===== src/rtl/int_stim_gen_if.sv =====
// Bus bundle between the interrupt stimulus generator and the bench/CPU side.
// It carries the CPU observation signals (PC and store port), the trigger-table
// configuration port, and the generator's outputs, including a debug copy of
// the FSM state.
// The master drives the CPU and configuration signals; the slave (the
// generator) drives the interrupt and status signals.
// There is no valid/ready handshake here. Every input is sampled on each
// rising clock edge. cfg_we is a one-cycle write strobe that is qualified
// only by itself, and m_int_byteen != 0 marks a store in that cycle.
interface int_stim_gen_if #(
    parameter int NUM_TRIG = 4
);
    localparam int IW = (NUM_TRIG > 1) ? $clog2(NUM_TRIG) : 1;

    logic [31:0]   macroscopic_pc;
    logic [31:0]   m_int_addr;
    logic [3:0]    m_int_byteen;
    logic          cfg_we;
    logic [IW-1:0] cfg_idx;
    logic [31:0]   cfg_pc;
    logic [7:0]    cfg_count;
    logic          cfg_mode;
    logic          interrupt;
    logic [IW-1:0] int_src;
    logic [15:0]   fire_total;
    logic          busy;
    logic          timeout_flag;
    logic [1:0]    state_dbg;

    modport master (
        output macroscopic_pc, m_int_addr, m_int_byteen,
        output cfg_we, cfg_idx, cfg_pc, cfg_count, cfg_mode,
        input  interrupt, int_src, fire_total, busy, timeout_flag, state_dbg
    );

    modport slave (
        input  macroscopic_pc, m_int_addr, m_int_byteen,
        input  cfg_we, cfg_idx, cfg_pc, cfg_count, cfg_mode,
        output interrupt, int_src, fire_total, busy, timeout_flag, state_dbg
    );
endinterface


===== src/rtl/int_stim_gen.sv =====
// int_stim_gen: PC-triggered interrupt injector for the MIPS bench.
// A small trigger table is compared against the CPU's macroscopic PC. On a
// match, the generator raises `interrupt`. In level mode the line stays high
// until a store to ACK_ADDR acknowledges it. In pulse mode it is high for
// exactly one cycle. A cooldown state then waits for the PC to move, so a
// stalled instruction cannot re-fire.
// Optional feature macro: INT_STIM_TIMEOUT_EN. When it is defined, an
// unacknowledged level interrupt is dropped after HOLD_MAX cycles and the
// sticky timeout_flag is set.
module int_stim_gen #(
    parameter int          NUM_TRIG = 4,
    parameter logic [31:0] ACK_ADDR = 32'h0000_7f20,
    parameter int          HOLD_MAX = 64
) (
    input  logic           clk,
    input  logic           reset,
    int_stim_gen_if.slave  bus
);
    localparam int IW = (NUM_TRIG > 1) ? $clog2(NUM_TRIG) : 1;

    typedef enum logic [1:0] {
        ST_IDLE     = 2'd0,
        ST_ASSERT   = 2'd1,
        ST_COOLDOWN = 2'd2
    } state_t;

    // Trigger table; a count of zero disables the entry.
    logic [29:0] trig_pc    [NUM_TRIG];
    logic [7:0]  trig_count [NUM_TRIG];
    logic        trig_mode  [NUM_TRIG];

    state_t        state_q, state_next;
    logic [IW-1:0] int_src_q, int_src_next;
    logic [29:0]   fire_pc_q, fire_pc_next;
    logic          mode_q, mode_next;
    logic [15:0]   total_q, total_next;

    logic [29:0]         pc_word;
    logic                ack;
    logic [NUM_TRIG-1:0] cfg_sel;
    logic [NUM_TRIG-1:0] match;
    logic                win_any;
    logic [IW-1:0]       win_idx;
    logic                win_mode;
    logic                fire;

    assign pc_word = bus.macroscopic_pc[31:2];

    // Ack is any store whose word address equals ACK_ADDR; byte offset ignored.
    assign ack = (bus.m_int_byteen != 4'b0000) &&
                 (bus.m_int_addr[31:2] == ACK_ADDR[31:2]);

    // Decode the config write target; an out-of-range index selects nothing.
    always_comb begin
        cfg_sel = '0;
        for (int i = 0; i < NUM_TRIG; i++) begin
            cfg_sel[i] = bus.cfg_we && (bus.cfg_idx == IW'(i));
        end
    end

    // Per-entry match. An entry being rewritten this cycle is masked, so the
    // write wins and the next-lower-priority entry may still fire.
    always_comb begin
        match = '0;
        for (int i = 0; i < NUM_TRIG; i++) begin
            match[i] = (trig_count[i] != 8'd0) &&
                       (trig_pc[i] == pc_word) &&
                       !cfg_sel[i];
        end
    end

    // Priority pick: the lowest matching index wins.
    always_comb begin
        win_any  = 1'b0;
        win_idx  = '0;
        win_mode = 1'b0;
        for (int i = NUM_TRIG - 1; i >= 0; i--) begin
            if (match[i]) begin
                win_any  = 1'b1;
                win_idx  = IW'(i);
                win_mode = trig_mode[i];
            end
        end
    end

`ifdef INT_STIM_TIMEOUT_EN
    localparam int HW = (HOLD_MAX > 1) ? $clog2(HOLD_MAX + 1) : 1;

    logic [HW-1:0] hold_q, hold_next;
    logic          timeout_q, timeout_next;
`endif

    // Next-state and next-output logic for the IDLE/ASSERT/COOLDOWN FSM.
    always_comb begin
        state_next   = state_q;
        int_src_next = int_src_q;
        fire_pc_next = fire_pc_q;
        mode_next    = mode_q;
        total_next   = total_q;
        fire         = 1'b0;
`ifdef INT_STIM_TIMEOUT_EN
        hold_next    = hold_q;
        timeout_next = timeout_q;
`endif
        case (state_q)
            ST_IDLE: begin
                if (win_any) begin
                    fire         = 1'b1;
                    state_next   = ST_ASSERT;
                    int_src_next = win_idx;
                    fire_pc_next = pc_word;
                    mode_next    = win_mode;
                    if (total_q != 16'hffff) begin
                        total_next = total_q + 16'd1;
                    end
`ifdef INT_STIM_TIMEOUT_EN
                    hold_next = '0;
`endif
                end
            end
            ST_ASSERT: begin
                if (mode_q) begin
                    // Pulse mode: always exactly one cycle, ack is irrelevant.
                    state_next = ST_COOLDOWN;
                end else if (ack) begin
                    // A normal ack wins over a simultaneous timeout.
                    state_next = ST_COOLDOWN;
                end
`ifdef INT_STIM_TIMEOUT_EN
                else if (hold_q == HW'(HOLD_MAX - 1)) begin
                    state_next   = ST_COOLDOWN;
                    timeout_next = 1'b1;
                end else begin
                    hold_next = hold_q + HW'(1);
                end
`endif
            end
            ST_COOLDOWN: begin
                // Re-arm only once the PC has left the instruction that fired.
                if (pc_word != fire_pc_q) begin
                    state_next = ST_IDLE;
                end
            end
            default: begin
                state_next = ST_IDLE;
            end
        endcase
    end

    // FSM state and latched firing context.
    always_ff @(posedge clk) begin
        if (reset) begin
            state_q   <= ST_IDLE;
            int_src_q <= '0;
            fire_pc_q <= '0;
            mode_q    <= 1'b0;
            total_q   <= '0;
        end else begin
            state_q   <= state_next;
            int_src_q <= int_src_next;
            fire_pc_q <= fire_pc_next;
            mode_q    <= mode_next;
            total_q   <= total_next;
        end
    end

`ifdef INT_STIM_TIMEOUT_EN
    // Level-hold cycle counter and sticky timeout flag.
    always_ff @(posedge clk) begin
        if (reset) begin
            hold_q    <= '0;
            timeout_q <= 1'b0;
        end else begin
            hold_q    <= hold_next;
            timeout_q <= timeout_next;
        end
    end

    assign bus.timeout_flag = timeout_q;
`else
    assign bus.timeout_flag = 1'b0;
`endif

    // Trigger table: config writes, and the decrement of the entry that fired.
    // A fired entry had a nonzero count, so the decrement never wraps.
    always_ff @(posedge clk) begin
        if (reset) begin
            for (int i = 0; i < NUM_TRIG; i++) begin
                trig_pc[i]    <= '0;
                trig_count[i] <= '0;
                trig_mode[i]  <= 1'b0;
            end
        end else begin
            for (int i = 0; i < NUM_TRIG; i++) begin
                if (cfg_sel[i]) begin
                    trig_pc[i]    <= bus.cfg_pc[31:2];
                    trig_count[i] <= bus.cfg_count;
                    trig_mode[i]  <= bus.cfg_mode;
                end else if (fire && (win_idx == IW'(i))) begin
                    trig_count[i] <= trig_count[i] - 8'd1;
                end
            end
        end
    end

    // Interrupt is high exactly while in ASSERT, which is a registered state.
    assign bus.interrupt  = (state_q == ST_ASSERT);
    assign bus.busy       = (state_q != ST_IDLE);
    assign bus.int_src    = int_src_q;
    assign bus.fire_total = total_q;
    assign bus.state_dbg  = state_q;

endmodule


===== src/flat_wrapper.sv =====
// flat-port wrapper written by rule: the top's interface ports become plain ports
module int_stim_gen_flat 
#(
    parameter int          NUM_TRIG = 4,
    parameter logic [31:0] ACK_ADDR = 32'h0000_7f20,
    parameter int          HOLD_MAX = 64
)
  (clk, reset, bus_macroscopic_pc, bus_m_int_addr, bus_m_int_byteen, bus_cfg_we, bus_cfg_idx, bus_cfg_pc, bus_cfg_count, bus_cfg_mode, bus_interrupt, bus_int_src, bus_fire_total, bus_busy, bus_timeout_flag, bus_state_dbg);
  int_stim_gen_if #(.NUM_TRIG(NUM_TRIG)) bus_i ();
  input  logic clk;
  input  logic reset;
  input wire logic [$bits(bus_i.macroscopic_pc)-1:0] bus_macroscopic_pc;
  input wire logic [$bits(bus_i.m_int_addr)-1:0] bus_m_int_addr;
  input wire logic [$bits(bus_i.m_int_byteen)-1:0] bus_m_int_byteen;
  input wire logic [$bits(bus_i.cfg_we)-1:0] bus_cfg_we;
  input wire logic [$bits(bus_i.cfg_idx)-1:0] bus_cfg_idx;
  input wire logic [$bits(bus_i.cfg_pc)-1:0] bus_cfg_pc;
  input wire logic [$bits(bus_i.cfg_count)-1:0] bus_cfg_count;
  input wire logic [$bits(bus_i.cfg_mode)-1:0] bus_cfg_mode;
  output wire logic [$bits(bus_i.interrupt)-1:0] bus_interrupt;
  output wire logic [$bits(bus_i.int_src)-1:0] bus_int_src;
  output wire logic [$bits(bus_i.fire_total)-1:0] bus_fire_total;
  output wire logic [$bits(bus_i.busy)-1:0] bus_busy;
  output wire logic [$bits(bus_i.timeout_flag)-1:0] bus_timeout_flag;
  output wire logic [$bits(bus_i.state_dbg)-1:0] bus_state_dbg;
  assign bus_i.macroscopic_pc = bus_macroscopic_pc;
  assign bus_i.m_int_addr = bus_m_int_addr;
  assign bus_i.m_int_byteen = bus_m_int_byteen;
  assign bus_i.cfg_we = bus_cfg_we;
  assign bus_i.cfg_idx = bus_cfg_idx;
  assign bus_i.cfg_pc = bus_cfg_pc;
  assign bus_i.cfg_count = bus_cfg_count;
  assign bus_i.cfg_mode = bus_cfg_mode;
  assign bus_interrupt = bus_i.interrupt;
  assign bus_int_src = bus_i.int_src;
  assign bus_fire_total = bus_i.fire_total;
  assign bus_busy = bus_i.busy;
  assign bus_timeout_flag = bus_i.timeout_flag;
  assign bus_state_dbg = bus_i.state_dbg;
  int_stim_gen #(.NUM_TRIG(NUM_TRIG), .ACK_ADDR(ACK_ADDR), .HOLD_MAX(HOLD_MAX)) u_core (.clk(clk), .reset(reset), .bus(bus_i));
endmodule

===== config.mk =====
export PLATFORM = sky130hd
export DESIGN_NAME = int_stim_gen_flat
export DESIGN_NICKNAME = d
export VERILOG_FILES = /design/src/rtl/int_stim_gen_if.sv /design/src/rtl/int_stim_gen.sv /design/src/flat_wrapper.sv
export SDC_FILE = /design/constraint.sdc
export NUM_CORES = 1
export LEC_CHECK = 0
export BUFFER_PORTS_ARGS = -buffer_cell sky130_fd_sc_hd__buf_4
export CAP_MARGIN = 30
export CORE_MARGIN = 4
export CORE_UTILIZATION = 28
export DETAILED_ROUTE_END_ITERATION = 8
export HOLD_SLACK_MARGIN = 0.06
export PLACE_DENSITY_LB_ADDON = 0.2
export SETUP_SLACK_MARGIN = 0.3
export SLEW_MARGIN = 20
export SYNTH_ARGS = -nofsm -noshare
export SYNTH_HDL_FRONTEND = slang
export SYNTH_SLANG_ARGS = --single-unit

===== constraint.sdc =====
create_clock -name clk -period 5.25 [get_ports clk]
set_input_delay 0.525 -clock clk [delete_from_list [all_inputs] [get_ports clk]]
set_output_delay 0.525 -clock clk [all_outputs]
set_load 0.01 [all_outputs]

Yosys cells after proc, flatten, opt, wreduce, memory -nomap -nowiden
Memories as Yosys holds them, arrays and structs flattened.
Index checks and enable logic that the tools add are counted.

word-level totals
  RAM bits = 156
  memories = 3
  bits of input ports = 114
  output and inout port bits = 23
  logic and storage cells = 145
  register bits = 51

cells by class
  bitwise operators = 16
  mux-type cells = 65
  add/subtract/negate cells = 5
  eq/ne operators = 18
  reduce and logical (&&, ||, !) cells = 33

memories
  name               depth  bits a word  read ports  clocked after Yosys merged registers in  write ports  RTL line            source
  u_core.trig_pc     4      30           4           0                                        4            int_stim_gen.sv:28  logic [29:0] trig_pc [NUM_TRIG];
  u_core.trig_count  4      8            4           0                                        4            int_stim_gen.sv:29  logic [7:0] trig_count [NUM_TRIG];
  u_core.trig_mode   4      1            4           0                                        4            int_stim_gen.sv:30  logic trig_mode [NUM_TRIG];

operators with widths
  cell                                                                      number
  30-bit equality test                                                      4
  30-bit 2-to-1 mux                                                         4
  8-bit 2-to-1 mux                                                          8
  1-bit 2-to-1 mux                                                          44
  8-bit nonzero test                                                        4
  8-bit by 1-bit subtractor with 8-bit output (second input constant)       4
  30-bit by 13-bit equality test with 1-bit output (second input constant)  1
  30-bit != test                                                            1
  1-bit logical AND                                                         17
  16-bit by 1-bit adder with 16-bit output (second input constant)          1
  2-bit 2-to-1 mux                                                          8
  16-bit != test (second input constant)                                    1
  1-bit bitwise OR                                                          16
  2-bit equality test (second input constant)                               5
  2-bit by 1-bit equality test with 1-bit output (second input constant)    3
  2-bit zero test                                                           3
  2-bit one-hot mux with 3 select lines                                     1
  3-bit AND reduction                                                       2
  1-bit zero test                                                           4
  2-bit by 1-bit != test with 1-bit output (second input constant)          2
  4-bit nonzero test                                                        1
  3-bit by 1-bit != test with 1-bit output (second input constant)          1
  2-bit AND reduction                                                       1
  2-bit nonzero test                                                        1

Longest topological paths before layout
  word-level depth = 16
  mapped depth = 11
  gate-level depth less buffers = 9

Worst setup path after synthesis
OpenSTA, ideal clock, no wires.

  kind = in2reg
  start point = input bus_macroscopic_pc[3]
  end point = memory u_core.trig_count[0][0], enable pin
  slack = 2.377 ns
  stages on the path = 9
  setup time = 0.329 ns
  arrival time = 2.544 ns
  path buffers = 2
  required time = 4.921 ns
  cell sequence = clkbuf_1 > xnor2_1 > nand4_1 > nor4_1 > nand4_1 > or2_2 > or3_1 > clkbuf_1 > nand2_1

RTL lines
  what                RTL line            source
  start: declaration  flat_wrapper.sv:12  input wire logic [$bits(bus_i.macroscopic_pc)-1:0] bus_macroscopic_pc;
  end: declaration    int_stim_gen.sv:29

==> qor.yml <==
worstPathCellList: "xor2_1 > nor4_1 > nand4_1 > or4_4 > nand2b_2 > o21ai_4 > buf_4 > or4_1 > a21oi_1"
grt_overflow: 0
syn-num-nets: 1061
fp.dieH_um: 201.3
gp_congestion: 0.7568
critPathTopFamily: "simple AND/OR/NAND/NOR gates"
die_area_um2: 40540
grt_pass1_vias: 7183
final_nets: 1158
syn_avg_cell_area_um2: 11.13
diodes: 0
row_count: 70
worstMarginPinSlew_ns: 0.9337
root_buffer: "clkbuf_16"
maxCapViolCount: 0
clockBufferDepth: 3
ir_drop_mv: 0.2464
ctsResizeCount: 0
finClkSkew_ns: 0.01669
syn_to_final_growth_pct: 20.57
synth_edf_count: 156
fin_crit_ns: 3.387
worstHoldPathType: "in2reg"
vias_per_cell: 4.697
status: "finished clean"
htreeDepth: 1
synth_area_um2: 10470
cts_tree: "done"
slew_viol_final: 0
place_hpwl_mm: 21.67
slowest_delay_ns: 0.64
p_leak_uw: 0.004938
fmax_mhz: 295.3
cts_setup_buffers: 0
synthCells: 940
antenna_found_initial: 1
ys_warn_count: 0
grt_start_max_net_pins: 55
p_per_area_nw_per_um2: 313.3
crit_fanout: 43
setup_viol: 0
drtIter0Drc: 546
synth_flop_cell: "edfxtp_1"
clk_latency_ns: 0.53
drt_wl_total_mm: 30.86
cts_made_buffers: 24
clk_pin_slew_worst_paths_ns: 0.06
hold_viol_final: 0
synth_seq_area_share: 0.5451
cp_slowest_cell: "or4_4"
grt_usage: 0.1467
async_flop_share: 0
clock-sinks: 207
timing.critical_path.buf_inv: 1
cp.required_ns: 5.69
grt_pass1_wl_mm: 46.01
fillers: 3651
cts_hold_buf: 0
setup_tns_ns: 0
ys_seq_elements: 207
vias: 7149
crit_arrival_ns: 3.83
rrSetupSlack_ns: 1.86
grt_setup_unrepaired: "no"
wl_per_cell_um: 20.27
post-route-period-util: 0.6451
num_io_pins: 137
drt_pass1_iterations: 5
cp-start-kind: "flip-flop"
endpoint_kind: "flip-flop"
drtAntennaViolNets: 0
path_class: "reg2reg"
ys_types: 51
core_um2: 36790
layout-drive-gt1-share: 0.1746
start_util: 0.2845
dieWidth_um: 201.3
slew_headroom: 0.3768
drc: 0
power.total_uw: 3954
port_buffers: 129
==> state kept, by name (all words and copies together), names as in the netlist <==
name,cells
u_core.bus.fire_total,16
u_core.mode_q,1
u_core.bus.state_dbg,2
u_core.trig_count,32
u_core.bus.int_src,2
u_core.trig_mode,4
u_core.fire_pc_q,30
u_core.trig_pc,120
==> routing by layer <==
metal | track usage | vias up | part of all wire
li1 | - | 3515 | -
met1 | 0.2031 | 3422 | 0.47
met2 | 0.2412 | 186 | 0.46
met3 | 0.03175 | 24 | 0.060
met4 | 0.02441 | 2 | 0.010
met5 | 0 | - | 0.00042
==> final cells by class <==
type,instances,area (um2),share of cell area
sequential,207,5705,0.4521
multi-input combinational,648,4427,0.3508
timing repair buffer,140,1071,0.08487
clock buffer,27,611.8,0.04848
tap,468,585.6,0.04640
clock inverter,16,158.9,0.01259
inverter,16,60.06,0.004759
==> layout by cell type, fill, tap and decap left out, types with 4 or more instances in the layout <==
cell type  instances
o31ai_1            8
nor4_1            33
a21oi_1           13
mux2i_1           31
edfxtp_1         156
nor3_1            11
clkinv_1           7
ha_1               7
o21ai_1            9
clkbuf_16         24
xnor2_1           84
nand2_1           49
xor2_1            91
nand4_1           27
or4_1              9
o21ai_0           30
nand3_1           15
dfxtp_1           51
nor2b_1            4
and3_1            64
and2_1            65
nand3b_1           5
clkinv_2           6
nor2_1            51
or3_1              7
buf_4            139
inv_1             15
==> cell usage after synthesis, drive strengths merged (3+ instances only) <==
library cell  number  area [um2]
ha                 7       87.58
o21ai             40       203.9
xor2              91       797.0
nand2             49       183.9
nor4              34       219.0
dfxtp             51        1021
a21oi             13       65.06
nor3              12       65.06
o31a               3       26.28
nor4b              3       26.28
or3                7       43.79
buf               25       136.4
nand3b             5       37.54
nor2b              4       25.02
and3              64       400.4
inv               16       60.06
o31ai              8       60.06
and2              66       412.9
mux2i             31       310.3
clkbuf            44       165.2
xnor2             84       735.7
nand4             27       168.9
edfxtp           156        4684
nor2              53       198.9
o21a               3       22.52
a211oi             3       22.52
or4               10       78.82
nand3             15       75.07
nand2b             4       27.53
==> path summary, 6_finish.rpt <==
| kind | from | end | depth (start not counted) |
|---|---|---|---|
| worst max-delay path | u_core.trig_pc[2][4] | u_core.bus.fire_total[15] | 9 |
| worst min-delay path | bus_cfg_pc[6] | u_core.trig_pc[3][4] | 2 |
| worst min register to register | u_core.bus.int_src[0] | u_core.bus.int_src[0] | 2 |
| worst max register to register | u_core.trig_pc[2][4] | u_core.bus.fire_total[15] | 9 |
==> where the power goes <==
part / total, uW / internal [uW] / switching [uW]
Clock: 1670 / 983 / 687
Sequential: 1900 / 1860 / 45.7
Combinational: 382 / 161 / 221
Total: 3950 / 3000 / 954
==> cells by family (layout without fill, tap and decap cells) <==
| kind of cell | count (synthesis) | after routing | share of synthesized area |
|---|---|---|---|
| AND/OR/NAND/NOR | 360 | 360 | 0.1931 |
| flip-flops | 207 | 207 | 0.5451 |
| XOR/XNOR | 175 | 175 | 0.1464 |
| buffers and inverters | 85 | 199 | 0.03455 |
| AO/OA/AOI/OAI | 73 | 73 | 0.04136 |
| multiplexers | 32 | 32 | 0.03072 |
| adder cells (fa/ha/maj) | 7 | 7 | 0.008368 |
| other | 1 | 1 | 0.0003583 |
==> stage by stage <==
step           instance area (um2)  setup slack [ns]  utilization  cells  hold WS (ns)
2_1_floorplan                10470             2.377            -    940        0.4367
3_3_place_gp                 11820             1.620       0.3214   1478        0.4692
3_5_place_dp                 11850             1.602       0.3221   1479        0.4737
4_1_cts                      12620             1.914       0.3431   1522        0.2757
5_1_grt                      12620             1.756       0.3431   1522        0.2862
6_report                     12620             1.863       0.3431   1522        0.2977
Note: power is estimated with default switching activity, not from simulation.
